## config.mk

```make
export PLATFORM = sky130hd
export DESIGN_NAME = pc_fetch_unit
export DESIGN_NICKNAME = d
export VERILOG_FILES = /design/src/rtl/pc_fetch_unit.sv
export SDC_FILE = /design/constraint.sdc
export NUM_CORES = 1
export LEC_CHECK = 0
export ABC_AREA = 1
export CORE_MARGIN = 1.5
export CORE_UTILIZATION = 41
export CTS_BUF_LIST = sky130_fd_sc_hd__clkbuf_8 sky130_fd_sc_hd__clkbuf_16
export DETAILED_ROUTE_END_ITERATION = 10
export PLACE_DENSITY_LB_ADDON = 0.12
export SLEW_MARGIN = 20
export SYNTH_ARGS = -nofsm -noshare
export SYNTH_HDL_FRONTEND = slang
export SYNTH_SLANG_ARGS = --single-unit
```

## constraint.sdc

```tcl
create_clock -name clk -period 1.6 [get_ports clk]
set_input_delay 0.32 -clock clk [delete_from_list [all_inputs] [get_ports clk]]
set_output_delay 0.32 -clock clk [all_outputs]
set_load 0.02 [all_outputs]
```

## src/rtl/pc_fetch_unit.sv

```systemverilog
// Purpose : instruction-fetch front end; owns the PC, issues one imem request at a time,
//           holds the fetched word for decode under valid/ready.
// Latency : request-to-if_valid 2 cycles best case (grant in REQ, rvalid next cycle); 1 instr / 3 cycles.
// Backpressure: imem_gnt, imem_rvalid and if_ready may stall indefinitely; all outputs hold meanwhile.
//
// Ports:
//   clk, rst                  clock, synchronous active-high reset
//   redirect, redirect_pc     next-PC mux select / mux output (taken branch or jump)
//   imem_req, imem_addr       request valid and word-aligned address (registered)
//   imem_gnt                  request accepted this cycle
//   imem_rvalid, imem_rdata   read response
//   if_valid, if_ready        decode handshake
//   if_instr, if_pc           fetched instruction and its address
//   seq_pc                    if_pc + PC_STEP, feeds the next-PC mux i0 leg
module pc_fetch_unit #(
    parameter logic [31:0] RESET_PC = 32'h0000_0000,
    parameter logic [31:0] PC_STEP  = 32'd4
) (
    input  logic        clk,
    input  logic        rst,
    input  logic        redirect,
    input  logic [31:0] redirect_pc,
    output logic        imem_req,
    output logic [31:0] imem_addr,
    input  logic        imem_gnt,
    input  logic        imem_rvalid,
    input  logic [31:0] imem_rdata,
    output logic        if_valid,
    input  logic        if_ready,
    output logic [31:0] if_instr,
    output logic [31:0] if_pc,
    output logic [31:0] seq_pc
);

    typedef enum logic [1:0] {
        ST_START = 2'd0,
        ST_REQ   = 2'd1,
        ST_WAIT  = 2'd2,
        ST_HOLD  = 2'd3
    } state_t;

    state_t      state_q, state_d;
    logic [31:2] pc_q, pc_d;
    logic        kill_q, kill_d;
    logic [31:0] if_instr_q, if_instr_d;
    logic [31:0] if_pc_q, if_pc_d;

    // Byte-offset bits of the redirect target are architecturally dropped.
    logic        unused_redirect_bits;
    assign unused_redirect_bits = ^redirect_pc[1:0];

    always_comb begin
        state_d    = state_q;
        pc_d       = pc_q;
        kill_d     = kill_q;
        if_instr_d = if_instr_q;
        if_pc_d    = if_pc_q;

        unique case (state_q)
            ST_START: begin
                state_d = ST_REQ;
                if (redirect) begin
                    pc_d = redirect_pc[31:2];
                end
            end

            ST_REQ: begin
                if (redirect) begin
                    pc_d = redirect_pc[31:2];
                end
                if (imem_gnt) begin
                    state_d = ST_WAIT;
                    // A redirect in the grant cycle means the request already went out
                    // with the stale address; its response must be dropped.
                    kill_d  = redirect;
                end
            end

            ST_WAIT: begin
                if (imem_rvalid) begin
                    kill_d = 1'b0;
                    if (redirect) begin
                        // Response belongs to the old path; drop it and refetch the target.
                        pc_d    = redirect_pc[31:2];
                        state_d = ST_REQ;
                    end else if (kill_q) begin
                        state_d = ST_REQ;
                    end else begin
                        if_instr_d = imem_rdata;
                        if_pc_d    = {pc_q, 2'b00};
                        pc_d       = pc_q + PC_STEP[31:2];
                        state_d    = ST_HOLD;
                    end
                end else if (redirect) begin
                    // Cannot cancel the outstanding request; mark it for discard instead.
                    pc_d   = redirect_pc[31:2];
                    kill_d = 1'b1;
                end
            end

            ST_HOLD: begin
                // A redirect abandons the held word; a same-cycle if_ready still
                // counts as a transfer on the decode side.
                if (redirect) begin
                    pc_d    = redirect_pc[31:2];
                    state_d = ST_REQ;
                end else if (if_ready) begin
                    state_d = ST_REQ;
                end
            end

            default: begin
                state_d = ST_START;
            end
        endcase
    end

    always_ff @(posedge clk) begin
        if (rst) begin
            state_q    <= ST_START;
            pc_q       <= RESET_PC[31:2];
            kill_q     <= 1'b0;
            if_instr_q <= 32'h0000_0000;
            if_pc_q    <= {RESET_PC[31:2], 2'b00};
        end else begin
            state_q    <= state_d;
            pc_q       <= pc_d;
            kill_q     <= kill_d;
            if_instr_q <= if_instr_d;
            if_pc_q    <= if_pc_d;
        end
    end

    // Everything except seq_pc is decoded straight from flops.
    assign imem_req  = (state_q == ST_REQ);
    assign imem_addr = {pc_q, 2'b00};
    assign if_valid  = (state_q == ST_HOLD);
    assign if_instr  = if_instr_q;
    assign if_pc     = if_pc_q;
    assign seq_pc    = if_pc_q + PC_STEP;

endmodule

```

# --- Yosys cells after proc, flatten, opt, wreduce, memory -nomap -nowiden ---
# Cells that the tools add are included.
# W data, S select, Z words.
word_totals:
  register_bits: 95
  latchBits: 0
  ram_bits: 0
  mem_bits_ro: 0
  output_inout_bits: 130
  wordCells: 39
  n_memories: 0
classes:
  n_addsub: 2
  n_mul: 0
  div_mod_pow: 0
  magnitude_cmp: 0
  eq_ne: 8
  shifts: 0
  n_mux: 16
  bitwise_logic: 2
  n_reduce_logical: 6
op_table:
  columns: ["cell", "n"]
  rows:
  - ["$mux W30", 4]
  - ["$pmux W30 S2", 1]
  - ["$add A32 B3 Y32 const B", 1]
  - ["$add A30 B1 Y30 const B", 1]
  - ["$mux W2", 6]
  - ["$pmux W2 S4", 1]
  - ["$reduce_and A3 Y1", 2]
  - ["$eq A2 B2 Y1 const B", 2]
  - ["$ne A4 B4 Y1 const B", 1]
  - ["$reduce_and A4 Y1", 1]
  - ["$mux W1", 3]
  - ["$ne A3 B2 Y1 const B", 1]
  - ["$ne A3 B3 Y1 const B", 1]
  - ["$reduce_or A3 Y1", 1]
  - ["$eq A2 B1 Y1 const B", 1]
  - ["$logic_not A2 Y1", 1]
  - ["$ne A2 B1 Y1 const B", 1]
  - ["$ne A2 B2 Y1 const B", 1]
  - ["$not A1 Y1", 2]
  - ["$pmux W1 S2", 1]
  - ["$reduce_bool A2 Y1", 1]

# --- Longest topological paths before layout ---
logic_depth:
  depth_word: 5
  mapped_depth: 11
  mapped_depth_nobuf: 11

# --- Least setup slack after synthesis ---
# OpenSTA, ideal clock, no wires.
synth_timing:
  kind: "reg-to-output"
  from: "register if_pc_q[2], in the netlist if_pc[2]"
  to: "output port seq_pc[31]"
  t_arrival_ns: 1.758
  t_required_ns: 1.280
  slack_ns: -0.478
  stages_incl_launch_ff: 10
  path_buffers: 0
  path_cell_list: "dfxtp_1 -> inv_1 -> nor2_4 -> nand2_4 -> nor2_4 -> nand2_4 -> nor2_4 -> nand2_2 -> nor2_2 -> xor2_1"
synth_between:
  elab_chain_cells: 1
synth_rtl:
  columns: ["element", "line_no", "source"]
  rows:
  - ["from (decl)", "46", "logic [31:0] if_pc_q, if_pc_d;"]
  - ["from (signal assigned)", "124", "if_pc_q <= {RESET_PC[31:2], 2'b00};"]
  - ["from (signal assigned)", "130", "if_pc_q <= if_pc_d;"]
  - ["$add A32 B3 Y32", "140", "assign seq_pc = if_pc_q + PC_STEP;"]
  - ["to (decl)", "32", "output logic [31:0] seq_pc"]
# No other way between the ends.

# --- Worst setup path in the final report ---
layout_timing:
  from: "register if_pc_q[2], in the netlist if_pc[2]"
  to: "output port seq_pc[29]"
# The elaborated chain is that of the path after synthesis.

==> impl_metrics.csv <==
group,metric,value,unit
status,outcome,"finished, violations left",
status,violations,"negative setup slack",
power,p_leak,4.444,nW
place,dp_cells,1291,
detailed_routing,wl_per_cell,14.85,um
sta,slew_viol_final,0,
min_path,holdCritPathClass,"in2reg",
sta,period_needed,2188,ps
setup_path,worst_setup_path_end_kind,"output pin",
yosys,synth_seq_cells,95,
global_route,antenna_found_initial,0,
setup_path,critPathLaunchType,"flip-flop",
yosys,ys_types,41,
sta,layout_setup_ws,-587.7,ps
min_path,min_delay_path_depth,4,
setup_path,worst-setup-path-type,"reg2out",
detailed_routing,via_count,6672,
power,vdd_drop_max,405.7,uV
die,dieWidth,117.3,um
global_route,grt_usage,26.55,%
detailed_routing,first_iter_violations,417,
clocking,clock-sinks,95,
layout,final_cell_mix,"buf_4, nor2_1, nand2_1",
global_route,grt_pass1_wl,28.44,mm
die,ios,200,
layout,final_cells,1330,
yosys,synth_area,0.005355,mm^2
sta,finalClockSkew,4.086,ps
clocking,hold_buffers,0,
setup_path,critPathRequiredTime,1280,ps
layout,fillers,1017,
place,io_buffers,191,
global_route,overflow,0,
place,gp_congestion,0.9273,
detailed_routing,wl,19.75,mm
yosys,synthCells,819,
die,fp-row-count,41,
setup_path,worstRegToRegCells,9,
layout,fin_nets,1230,
sta,post-route-period-util,136.7,%
place,dp_hpwl,14.09,mm
layout,antenna_cells,0,
layout,multi_input_area,0.003532,mm^2
die,core,0.01267,mm^2
clocking,clkTransAtPathRegs,70,ps
clocking,cts_tree,"yes",
clocking,insertion_delay,350,ps
clocking,cts_made_buffers,9,
sta,finalSetupViolations,28,
setup_path,cp_data_arrival_time,1870,ps
sta,tns,-11770,ps
detailed_routing,drt-pass1-iter-count,5,
layout,fin_area,0.009513,mm^2
clocking,cts_max_path_buffers,2,
sta,finalHoldViolations,0,
sta,clock.fmax,457.1,MHz
die,die-area,0.01376,mm^2
setup_path,r2r_slack,40,ps
power,powerDensity,613.1,mW/mm^2
place,place_area,0.008748,mm^2
detailed_routing,routed_via_density,5.017,
layout,area.growth.synth_to_final,77.64,%
clocking,htree_levels,3,
yosys,syn_avg_cell_area,6.539,um^2
layout,drive_above_1_share,31.26,%
power,power,0.005832,W
layout,mostFrequentLayoutCell,"buf_4",
layout,seqCellArea,0.001978,mm^2
detailed_routing,ant_nets,0,
die,initial_core_util,42.26,%
detailed_routing,drc,0,
die,die_height,117.3,um
yosys,ys_seq_area_share,35.51,%
clocking,cts-root-buf,"clkbuf_16",
run,maxCapViolCount,0,
yosys,yosysWarnings,0,
setup_path,worst-path-max-fanout,3,
global_route,grt_max_degree,50,
global_route,grt_pass1_vias,5763,
sta,grt_setup_unrepaired,"yes",
-- per-stage QoR --
| step | setup slack (ps) | util [%] | hold WS [ps] |
|---|---|---|---|
| final | -587.7 | 75.08 | 464.3 |
| after global routing | -671.5 | 75.08 | 493.5 |
| after CTS | -580.7 | 72.09 | 453.6 |
| after detailed placement | -672.4 | 69.04 | 472.0 |
| after global placement | -633.4 | 69.04 | 460.4 |
| after floorplan | -192.7 | - | 397.6 |
-- layer usage --
layer	up-vias	wire length (um)	global-route usage [%]	part of all wire, %
li1	3331	-	-	-
met1	3056	8497	34.79	43
met2	260	9516	44.26	48
met3	25	1369	3.862	6.9
met4	0	367	10.20	1.9
met5	-	0	0	0
-- synth_stat cells (all sizes together) --
cell	count	area, um^2
nand4	13	81.33
nor3	16	90.09
and2	1	6.260
xor2	16	140.1
clkinv	1	3.750
dfxtp	95	1902
a211oi	3	22.52
clkbuf	25	95.09
o21a	1	7.510
a32o	1	10.01
a21oi	69	345.3
a221oi	1	8.760
o21bai	1	7.510
a22o	1	8.760
nand2	146	573.0
xnor2	13	113.9
and3	1	6.260
a31oi	7	43.79
o21ai	89	445.4
conb	1	3.750
o31ai	2	15.01
o211ai	1	7.510
nand3	45	247.7
nor4	2	12.51
nor2	170	690.7
ha	7	87.58
inv	70	262.8
o22ai	2	12.51
buf	19	103.9
-- final timing paths --
| check | endpoint | start |
|---|---|---|
| worst max register to register | if_instr[26] | state_q[0] |
| worst min register to register | if_instr[24] | if_instr[24] |
| worst min-delay path | kill_q | redirect |
| worst max-delay path | seq_pc[29] | if_pc[2] |
-- sequential cells by signal, indices dropped and copies added (netlist names) --
signal,flops
state_q,2
if_pc,30
if_instr,32
pc_q,30
kill_q,1
-- cells by family (layout without fill, tap and decap cells) --
family                   after synthesis  count (layout)  share of synthesized area [%]
buffers and inverters                115             449                          8.691
other                                  1               6                        0.07003
adder cells (fa/ha/maj)                7               7                          1.635
AND/OR/NAND/NOR                      394             394                          31.89
AO/OA/AOI/OAI                        178             178                          17.45
flip-flops                            95              95                          35.51
XOR/XNOR                              29              29                          4.743
-- report_power, final --
part / switching [W] / internal (W) / total, W
sequential: 0.0000987 / 0.00244 / 0.00254
clock: 0.000967 / 0.00120 / 0.00217
combinational: 0.000576 / 0.000550 / 0.00113
total: 0.00164 / 0.00419 / 0.00583
-- timing repair --
item | in CTS | in global routing
pin swaps | 23 | 28
setup buffers | 13 | 14
setup endpoints to repair | 134 | 128
resized for setup | 284 | 108
cloned | 0 | 1
-- cell type report --
cell class,instances,area share [%]
multi-input cells,614,37.13
repair buffers,362,33.91
inverters,71,2.854
flip-flops and latches,95,20.79
clock inverters,7,0.6839
well taps,172,2.262
clock buffers,9,2.367
-- critical path, cell delays in order (launching register included) --
cell and delay, ps:
dfxtp_4 370, inv_2 50, nor2_4 140, nand2_4 80, buf_4 130, buf_6 110
nor3_4 160, nand3_2 130, xnor2_2 190, buf_4 160
(Power assumes the default switching activity.)
